[config.mk]
export PLATFORM = sky130hd
export DESIGN_NAME = twos_complement_decoder
export DESIGN_NICKNAME = d
export VERILOG_FILES = /design/src/rtl/alu_pkg.sv /design/src/rtl/tc_serial_cell.sv /design/src/rtl/twos_complement_decoder.sv
export SDC_FILE = /design/constraint.sdc
export NUM_CORES = 1
export LEC_CHECK = 0
export CELL_PAD_IN_SITES_DETAIL_PLACEMENT = 1
export CELL_PAD_IN_SITES_GLOBAL_PLACEMENT = 1
export CORE_MARGIN = 3
export CORE_UTILIZATION = 44
export CTS_CLUSTER_DIAMETER = 50
export CTS_CLUSTER_SIZE = 20
export DETAILED_ROUTE_END_ITERATION = 10
export PLACE_DENSITY = 0.88
export SETUP_SLACK_MARGIN = 0.15
export SYNTH_ARGS = -nofsm -noshare
export SYNTH_HDL_FRONTEND = slang
export SYNTH_SLANG_ARGS = --single-unit
export TNS_END_PERCENT = 30
[constraint.sdc]
create_clock -name clk -period 3.24 [get_ports clk]
set_input_delay 0.486 -clock clk [delete_from_list [all_inputs] [get_ports clk]]
set_output_delay 0.486 -clock clk [all_outputs]
set_load 0.05 [all_outputs]
[src/rtl/alu_pkg.sv]
// Shared ALU definitions: decoder FSM state encoding and default datapath width.
// No logic; types and constants only.
// Imported by the two's-complement decoder and its serial cell.
package alu_pkg;

    typedef enum logic [1:0] {
        IDLE = 2'd0,
        CONV = 2'd1,
        DONE = 2'd2
    } tc_dec_state_t;

    localparam int TC_DEFAULT_WIDTH = 6;

endpackage

[src/rtl/tc_serial_cell.sv]
// Per-bit two's-complement negation cell: copy bits up to and including the first 1, invert the rest.
// b_out is combinational from b_in; the seen_one flag updates on the clock edge.
// No handshake; the caller gates updates with en.
import alu_pkg::*;

module tc_serial_cell (
    input  logic clk,
    input  logic rst,
    input  logic start,
    input  logic en,
    input  logic neg,
    input  logic b_in,
    output logic b_out
);

    logic r_seen_one;

    // Track whether a 1 has already passed through; cleared at the start of each word
    always_ff @(posedge clk or posedge rst) begin
        if (rst) begin
            r_seen_one <= 1'b0;
        end else if (start) begin
            r_seen_one <= 1'b0;
        end else if (en && neg) begin
            r_seen_one <= r_seen_one | b_in;
        end
    end

    // Positive words pass through; negative words invert every bit after the first 1
    always_comb begin
        b_out = b_in;
        if (neg && r_seen_one) begin
            b_out = ~b_in;
        end
    end

endmodule

[src/rtl/twos_complement_decoder.sv]
// Bit-serial two's-complement to sign-magnitude converter, one bit per cycle LSB first.
// out_valid rises WIDTH cycles after the input acceptance edge.
// Holds the result in DONE while out_ready is low; in_ready is low outside IDLE.
import alu_pkg::*;

module twos_complement_decoder #(
    parameter int WIDTH = TC_DEFAULT_WIDTH,
    parameter int CNT_W = $clog2(WIDTH + 1)
) (
    input  logic             clk,
    input  logic             rst,
    input  logic             in_valid,
    output logic             in_ready,
    input  logic [WIDTH-1:0] in_data,
    output logic             out_valid,
    input  logic             out_ready,
    output logic             out_sign,
    output logic [WIDTH-1:0] out_mag,
    output logic             out_zero
);

    tc_dec_state_t    r_state;
    tc_dec_state_t    w_state_next;
    logic [WIDTH-1:0] r_shift;
    logic [WIDTH-1:0] r_acc;
    logic [CNT_W-1:0] r_cnt;
    logic             r_neg;
    logic             r_out_sign;
    logic [WIDTH-1:0] r_out_mag;
    logic             r_out_zero;

    logic             w_accept;
    logic             w_conv;
    logic             w_last;
    logic             w_bit;
    logic [WIDTH-1:0] w_mag_next;

    assign w_accept   = (r_state == IDLE) && in_valid && !rst;
    assign w_conv     = (r_state == CONV);
    assign w_last     = w_conv && (r_cnt == CNT_W'(WIDTH - 1));
    assign w_mag_next = {w_bit, r_acc[WIDTH-1:1]};

    tc_serial_cell u_cell (
        .clk   (clk),
        .rst   (rst),
        .start (w_accept),
        .en    (w_conv),
        .neg   (r_neg),
        .b_in  (r_shift[0]),
        .b_out (w_bit)
    );

    // State register
    always_ff @(posedge clk or posedge rst) begin
        if (rst) begin
            r_state <= IDLE;
        end else begin
            r_state <= w_state_next;
        end
    end

    // Next-state and handshake outputs; in_ready is forced low while reset is held
    always_comb begin
        w_state_next = r_state;
        in_ready     = 1'b0;
        out_valid    = 1'b0;
        case (r_state)
            IDLE: begin
                in_ready = !rst;
                if (in_valid) begin
                    w_state_next = CONV;
                end
            end
            CONV: begin
                if (w_last) begin
                    w_state_next = DONE;
                end
            end
            DONE: begin
                out_valid = 1'b1;
                if (out_ready) begin
                    w_state_next = IDLE;
                end
            end
            default: begin
                w_state_next = IDLE;
            end
        endcase
    end

    // Datapath: load on acceptance, shift one bit per CONV cycle, publish on the last bit.
    // The published result lives in its own registers so it holds until the next DONE.
    always_ff @(posedge clk or posedge rst) begin
        if (rst) begin
            r_shift    <= '0;
            r_acc      <= '0;
            r_cnt      <= '0;
            r_neg      <= 1'b0;
            r_out_sign <= 1'b0;
            r_out_mag  <= '0;
            r_out_zero <= 1'b0;
        end else if (w_accept) begin
            r_shift <= in_data;
            r_neg   <= in_data[WIDTH-1];
            r_cnt   <= '0;
        end else if (w_conv) begin
            r_shift <= {1'b0, r_shift[WIDTH-1:1]};
            r_acc   <= w_mag_next;
            r_cnt   <= r_cnt + CNT_W'(1);
            if (w_last) begin
                r_out_sign <= r_neg;
                r_out_mag  <= w_mag_next;
                r_out_zero <= (w_mag_next == '0);
            end
        end
    end

    assign out_sign = r_out_sign;
    assign out_mag  = r_out_mag;
    assign out_zero = r_out_zero;

endmodule
Yosys cells after proc, flatten, opt, wreduce, memory -nomap -nowiden --
Cells that the tools add are included.
Word-level totals: input bits 10, output and inout bits 10, word-level logic and storage cells 45, bits in registers 27
Operators by class: reduce and logical (&&, ||, !) cells 13, equality and inequality tests 6, add/subtract/negate cells 1, mux-type cells 13, bitwise logic cells 3
Operator list (count):
- $mux W6 | 2
- $logic_not A6 Y1 | 1
- $mux W2 | 3
- $mux W3 | 2
- $ne A2 B2 Y1 const B | 3
- $pmux W2 S3 | 1
- $reduce_and A3 Y1 | 2
- $logic_and A1 B1 Y1 | 5
- $mux W1 | 5
- $reduce_bool A2 Y1 | 2
- $add A3 B1 Y3 const B | 1
- $eq A3 B3 Y1 const B | 1
- $eq A2 B1 Y1 const B | 1
- $eq A2 B2 Y1 const B | 1
- $logic_not A2 Y1 | 1
- $not A1 Y1 | 2
- $reduce_and A2 Y1 | 1
- $logic_not A1 Y1 | 1
- $or A1 B1 Y1 | 1

Depth between registers and ports, before layout --
depth after elaboration 5, gate-level depth with buffers 6, mapped depth without buffers 5

By module --
Synthesis repeated with hierarchy kept, for this count alone.
Unflattened totals: cell total of the unflattened synthesis 92, area total of the unflattened synthesis 1169.9 µm²
By module, submodules not included:
- twos_complement_decoder | area each 1118.6 µm², seq. area each 625.6 µm², cells an instance 86, times used 1
- tc_serial_cell | area each 51.3 µm², seq. area each 25.0 µm², cells an instance 6, times used 1

Least setup slack after synthesis --
OpenSTA, ideal clock, no wires.
path kind input -> output, start input rst, end output in_ready, stages 1, data arrival time 1.583 ns, required time 2.754 ns, path slack 1.171 ns, cell sequence nor3_1
Between the ends: longest elaborated chain between the ends 2
RTL lines:
- start: declaration | RTL line twos_complement_decoder.sv:11 | input logic rst,
- $logic_not A1 Y1 (no source line)
- $mux W1 | RTL line twos_complement_decoder.sv:67 | case (r_state)
- end: declaration | RTL line twos_complement_decoder.sv:13 | output logic in_ready,
No other way between the ends.

Worst setup path after layout --
start register r_state[0], end output out_valid
Between the ends: longest elaborated chain between the ends 2
RTL lines:
- start: declaration | RTL line twos_complement_decoder.sv:22 | tc_dec_state_t r_state;
- start signal: assignment | RTL line twos_complement_decoder.sv:58 | r_state <= w_state_next;
- $eq A2 B2 Y1 | RTL line twos_complement_decoder.sv:67
- $mux W1 | RTL line twos_complement_decoder.sv:67
- end: declaration | RTL line twos_complement_decoder.sv:15 | output logic out_valid,
No other way between the ends.

==> results.py <==
metrics = {
    "outcome": {
        "status": "finished, final reports clean",
    },
    "clock_network": {
        "clk_latency_ns": 0.32,
        "cts_buffer_depth": 2,
        "cts.sinks": 26,
        "clkTransAtPathRegs_ns": 0.13,
        "post_cts_resized": 0,
        "postCtsSetupBuffers": 0,
        "cts_root_buf": "clkbuf_4",
        "cts_tree": "built",
        "cts_buffers": 3,
        "cts_hold_buf": 0,
        "htreeDepth": 1,
    },
    "floorplanning": {
        "initial_utilization": 0.4675,
        "num_rows": 18,
        "die_height_um": 57.54,
        "io_pins": 20,
        "die_w_um": 57.54,
        "die_area_sq_um": 3310,
        "core-area_sq_um": 2500,
    },
    "grt": {
        "track_usage": 0.1412,
        "grt_pass1_vias": 764,
        "grt_max_degree": 27,
        "grt_antenna_before_repair": 0,
        "grt_overflow_total": 0,
        "grt_pass1_wl_mm": 3.519,
    },
    "synthesis": {
        "yosysTopAreaCell": "dfrtp_1",
        "post_synth.cell_area_avg_sq_um": 12.05,
        "yosysSeqAreaShare": 0.5567,
        "synth_edf_count": 0,
        "synth_cells": 97,
        "synth_top_cells_by_count": "dfrtp_1 (26), nand2_1 (18), mux2_2 (7), a22o_1 (6), a21o_1 (5)",
        "netlist-cell-type-count": 26,
        "syn_area_sq_um": 1169,
        "synth_most_common_cell": "dfrtp_1",
        "ys_async_sr_fraction": 1.000,
        "ys_top_cells_by_area": "dfrtp_1 (56%), mux2_2 (6.7%), nand2_1 (5.8%)",
        "yosys_warnings": 0,
        "synthesis.nets": 109,
        "synth_flop_cell": "dfrtp_1",
        "synth_top_area_frac": 0.5567,
        "ys_seq_elements": 26,
    },
    "worst_setup_path": {
        "cp_cell_sequence": "or2b_2, inv_1, clkdlybuf4s50_1",
        "cp_max_fo": 9,
        "cp_data_arrival_time_ns": 2.04,
        "crit_path_max_incr_delay_ns": 0.79,
        "crit_required_ns": 2.75,
        "startpoint_type": "flop",
        "slowest_stage": "clkdlybuf4s50_1",
        "end_kind": "output port",
        "path_class": "reg2out",
    },
    "routing": {
        "vias": 760,
        "ant_nets": 0,
        "drt_iter0_markers": 7,
        "viasPerCell": 5.241,
        "drc_errors": 0,
        "routedWlPerCell_um": 14.62,
        "dr.pass1.iters": 4,
        "routed_wl_mm": 2.120,
    },
    "final_layout": {
        "fill_cells": 265,
        "fin_area_sq_um": 1399,
        "final_nets": 128,
        "multi_input_area_sq_um": 452.9,
        "final_layout_size_suffix_gt1_frac": 0.1391,
        "num_antenna_cells": 0,
        "seqCellArea_sq_um": 650.6,
        "syn2layout_area_growth_pct": 19.70,
    },
    "timing": {
        "finalHoldViolCount": 0,
        "worst_pin_slew_ns": 0.9321,
        "tns_ns": 0,
        "maxSlewHeadroom": 0.3779,
        "final.setup_skew_ns": 0.004878,
        "min_period_ns": 2.525,
        "finalSetupViolCount": 0,
        "drv_slew": 0,
        "rsz0062_at_grt": "false",
        "max_freq_mhz": 396.0,
        "period_share": 0.7794,
    },
    "placed_design": {
        "dpl_cell_area_sq_um": 1346,
        "io_buffers": 19,
        "dp_hpwl_mm": 1.512,
        "gp_congestion": 0.7729,
    },
    "power": {
        "power_uw": 1464,
        "power_density_nw_per_um2": 1046,
        "p_leak_uw": 0.0006980,
        "peakVddDrop_mv": 0.6379,
    },
    "run": {
        "drv_cap": 0,
    },
    "worst_hold_path": {
        "hp-class": "reg2reg",
    },
}
[worst paths after layout]
kind                                  from         end  slack [ns]  cells after the start
min in group asynchronous              rst    r_cnt[1]        0.78                      2
max in group asynchronous              rst    out_sign        1.90                      2
worst max-delay path            r_state[0]   out_valid        0.71                      3
worst min register to register  out_mag[5]  out_mag[5]        0.50                      2
worst min-delay path            out_mag[5]  out_mag[5]        0.50                      2
worst max register to register  r_state[0]    r_cnt[0]        1.51                      3
[cell type report]
cell class / count / share of cell area
multi-input combinational: 62 / 0.3238
timing repair buffer: 19 / 0.1360
clock buffer: 3 / 0.01610
tap: 30 / 0.02683
sequential: 26 / 0.4651
clock inverter: 1 / 0.02147
inverter: 4 / 0.01073
[sequential cells by signal (all words and copies together) (netlist names)]
name               flops
r_shift                6
r_acc                  5
out_mag                6
r_cnt                  3
r_state                2
r_neg                  1
out_sign               1
out_zero               1
u_cell.r_seen_one      1
[cell families (layout without fill, tap and decap cells)]
group | Yosys count | after routing | share of synthesized area
buf+inv | 9 | 27 | 0.05566
xor+xnor | 3 | 3 | 0.02249
simple gates | 31 | 31 | 0.1531
compound gates | 18 | 18 | 0.1135
flops | 26 | 26 | 0.5567
fa+ha+maj | 2 | 2 | 0.02141
mux | 8 | 8 | 0.07709
[layout by cell type, fill, tap and decap left out, types with 2 or more instances in the layout]
master	Yosys	routed
nand2_1	18	18
mux2_2	7	7
nor2_1	3	3
nor3_1	2	2
clkdlybuf4s50_1	0	19
a22o_1	6	6
ha_1	2	2
inv_1	4	4
dfrtp_1	26	26
a21o_1	5	5
xor2_1	2	2
o21ai_0	4	4
clkbuf_4	0	3
[metal layers]
layer  global-route usage  wire length, um  vias up
met3              0.05430              118        2
met5                    0                0        -
met4              0.02980               19        0
li1                     -                -      367
met2               0.2371             1055       18
met1               0.1728              927      373
[per-stage QoR]
stage	hold slack [ns]	setup slack (ns)	instances	utilization
floorplan	0.4496	1.171	97	-
global placement	0.4608	0.7702	141	0.5385
detailed placement	0.4711	0.7368	141	0.5385
CTS	0.5006	0.7014	145	0.5596
global route	0.5235	0.6371	145	0.5596
finish	0.4953	0.7148	145	0.5596
[power by group]
group | leakage, uW | switching [uW] | internal, uW
Combinational | 0.000338 | 389 | 273
Sequential | 0.000332 | 122 | 462
Clock | 0.0000279 | 92.4 | 125
Total | 0.000698 | 604 | 860
[critical path, delay by kind of cell (launching register included)]
family        cells  cell delay (ns)
buf+inv           2             0.84
flops             1             0.53
simple gates      1             0.35
Note: power is estimated with default switching activity, not from simulation.
==> variant: new RTL, same flow settings <==
The package constant `TC_DEFAULT_WIDTH` goes from 6 to 3.
--- a/src/rtl/alu_pkg.sv
+++ b/src/rtl/alu_pkg.sv
@@ -11,3 +11,3 @@
 
-    localparam int TC_DEFAULT_WIDTH = 6;
+    localparam int TC_DEFAULT_WIDTH = 3;
 
Ports: changed (resized in_data and out_mag); port bits go from 20 to 14. No check against the original RTL was run, so the function may have changed too.
==> variant against the unedited design <==
- design area decreased by 38%
- first-iteration DRC count down 57%
- area after synthesis decreased by 40%
- routed wire length fell by 35%
- fmax rose by 1.9%
- clock skew down 0.0015 ns
- setup slack gained 0.046 ns
- combinational power down 30%
- power fell by 34%
- sequential cell count fell by 10
- global-route usage is 2.2 points higher
- cell count down 37%
- clock power fell by 37%
- critical endpoint is now in_ready
- largest power group unchanged
==> variant: results (changes against the unedited design) <==
[critical_path]
crit_fanout=3  ; -6
r2r_slack_ns=1.53  ; +0.02 ns
timing.rr.start=r_state[0]
cp_slowest_stage_delay_ns=0.83  ; +0.04 ns
r2r-end=r_acc[1]
crit_start=rst
endpoint=in_ready
arrival_ns=1.99  ; -0.05 ns
ff2ff_path_depth=2  ; -1

[cells_and_area]
multi_input_area_um2=260.3  ; -43%
finalNonFillerCells=92  ; -37%
drive_gt1_share_pct=11.69  ; -2.2 points
finalNetCount=86  ; -33%
fill_cells=151  ; -43%

[yosys]
syn-num-nets=70  ; -36%
ys_top_cells_by_area=dfrtp_1 57%, mux2i_1 5.7%, mux2_2 4.8%
syn_avg_cell_area_um2=11.38  ; -5.5%
yosysUniqueCellTypes=21  ; -19%
yosysWarnings=0  ; unchanged
seq_area_frac_synth_pct=56.74  ; +1.1 points
synthTopCellsByCount=16 x dfrtp_1, 7 x inv_1, 6 x nand2_1, 6 x o21ai_0, 5 x nor2_1
synthFlopType=dfrtp_1

[detailed_routing]
wl_met2_um=686  ; -35%
drt-met1-wl_um=582  ; -37%
num_vias=487  ; -36%
dr.pass1.iters=2  ; -2
drtIter0Drc=3  ; -4
wl_met3_um=59  ; -50%
routedWlPerCell_um=14.87  ; +1.7%

[cts]
clk_pin_slew_ns=0.10  ; -0.03 ns
clkLatencyLatePin_ns=0.29  ; -0.03 ns
clock_path_buffers=2  ; unchanged

[placement]
dpl_cell_area_um2=835.8  ; -38%
io_buffers=13  ; -6
dp_slack_ns=0.7676  ; +0.03081 ns
place_congestion=0.6511  ; -16%
hpwl_um=1025  ; -32%
dp.cells=88  ; -38%

[power_and_ir_drop]
vdd_drop_max_v=0.0005863  ; -8.1%
power_leakage_nw=0.4063  ; -42%
pg_seq_w=0.000367  ; -37%
clk-power_w=0.000137  ; -37%
power.switching_fraction_pct=43.43  ; +2.2 points
power_switching_w=0.0004201  ; -30%

[global_route]
grt_max_degree=17  ; -37%
use_met1_pct=17.91  ; +0.63 points
grtUsageTotal_pct=16.34  ; +2.2 points
grtUsageMet3_pct=4.743  ; -0.69 points
grt_pass1_wl_um=2242  ; -36%
grtUsageMet2_pct=26.37  ; +2.7 points
grt_pass1_vias=498  ; -35%

[worst_hold_path]
min_to=out_mag[2]
hp-start=out_mag[2]

[sta]
final.period_utilization_pct=76.51  ; -1.4 points
slew_headroom_pct=46.02  ; +8.2 points
final.setup_skew_ns=0.003348  ; -0.001531 ns
hold_ws_ns=0.4969  ; +0.001634 ns

[run_status]
outcome=finished, final reports clean

-- variant: cell types whose count changed after synthesis, sizes merged, moves of 2 or more --
cell,unedited run,this run
a21o,5,0
a22o,6,1
buf,4,2
dfrtp,26,16
inv,4,7
mux2,8,3
mux2i,0,4
nand2,18,6
o21ai,4,6
-- variant: cell families (layout without fill, tap and decap cells) --
kind of cell / after synthesis / in the layout / share of synthesized area [%]
simple gates: 17 / 17 / 14.01
flops: 16 / 16 / 56.74
compound gates: 10 / 10 / 8.157
buf+inv: 9 / 24 / 6.384
mux: 7 / 7 / 10.46
xor+xnor: 2 / 2 / 2.483
fa+ha+maj: 1 / 1 / 1.773
-- variant: worst min-delay path, stage by stage, from the launching register on --
cell and delay, ns:
dfrtp_1 0.36, nand2_1 0.05, o21ai_0 0.06
-- variant: final cells by class --
cell class                      instances  share of cell area, %
Tap cell                               15                  2.152
Sequential cell                        16                  45.91
Clock buffer                            4                  4.161
Inverter                                7                  3.013
Multi-Input combinational cell         37                  29.84
Timing Repair Buffer                   13                  14.92
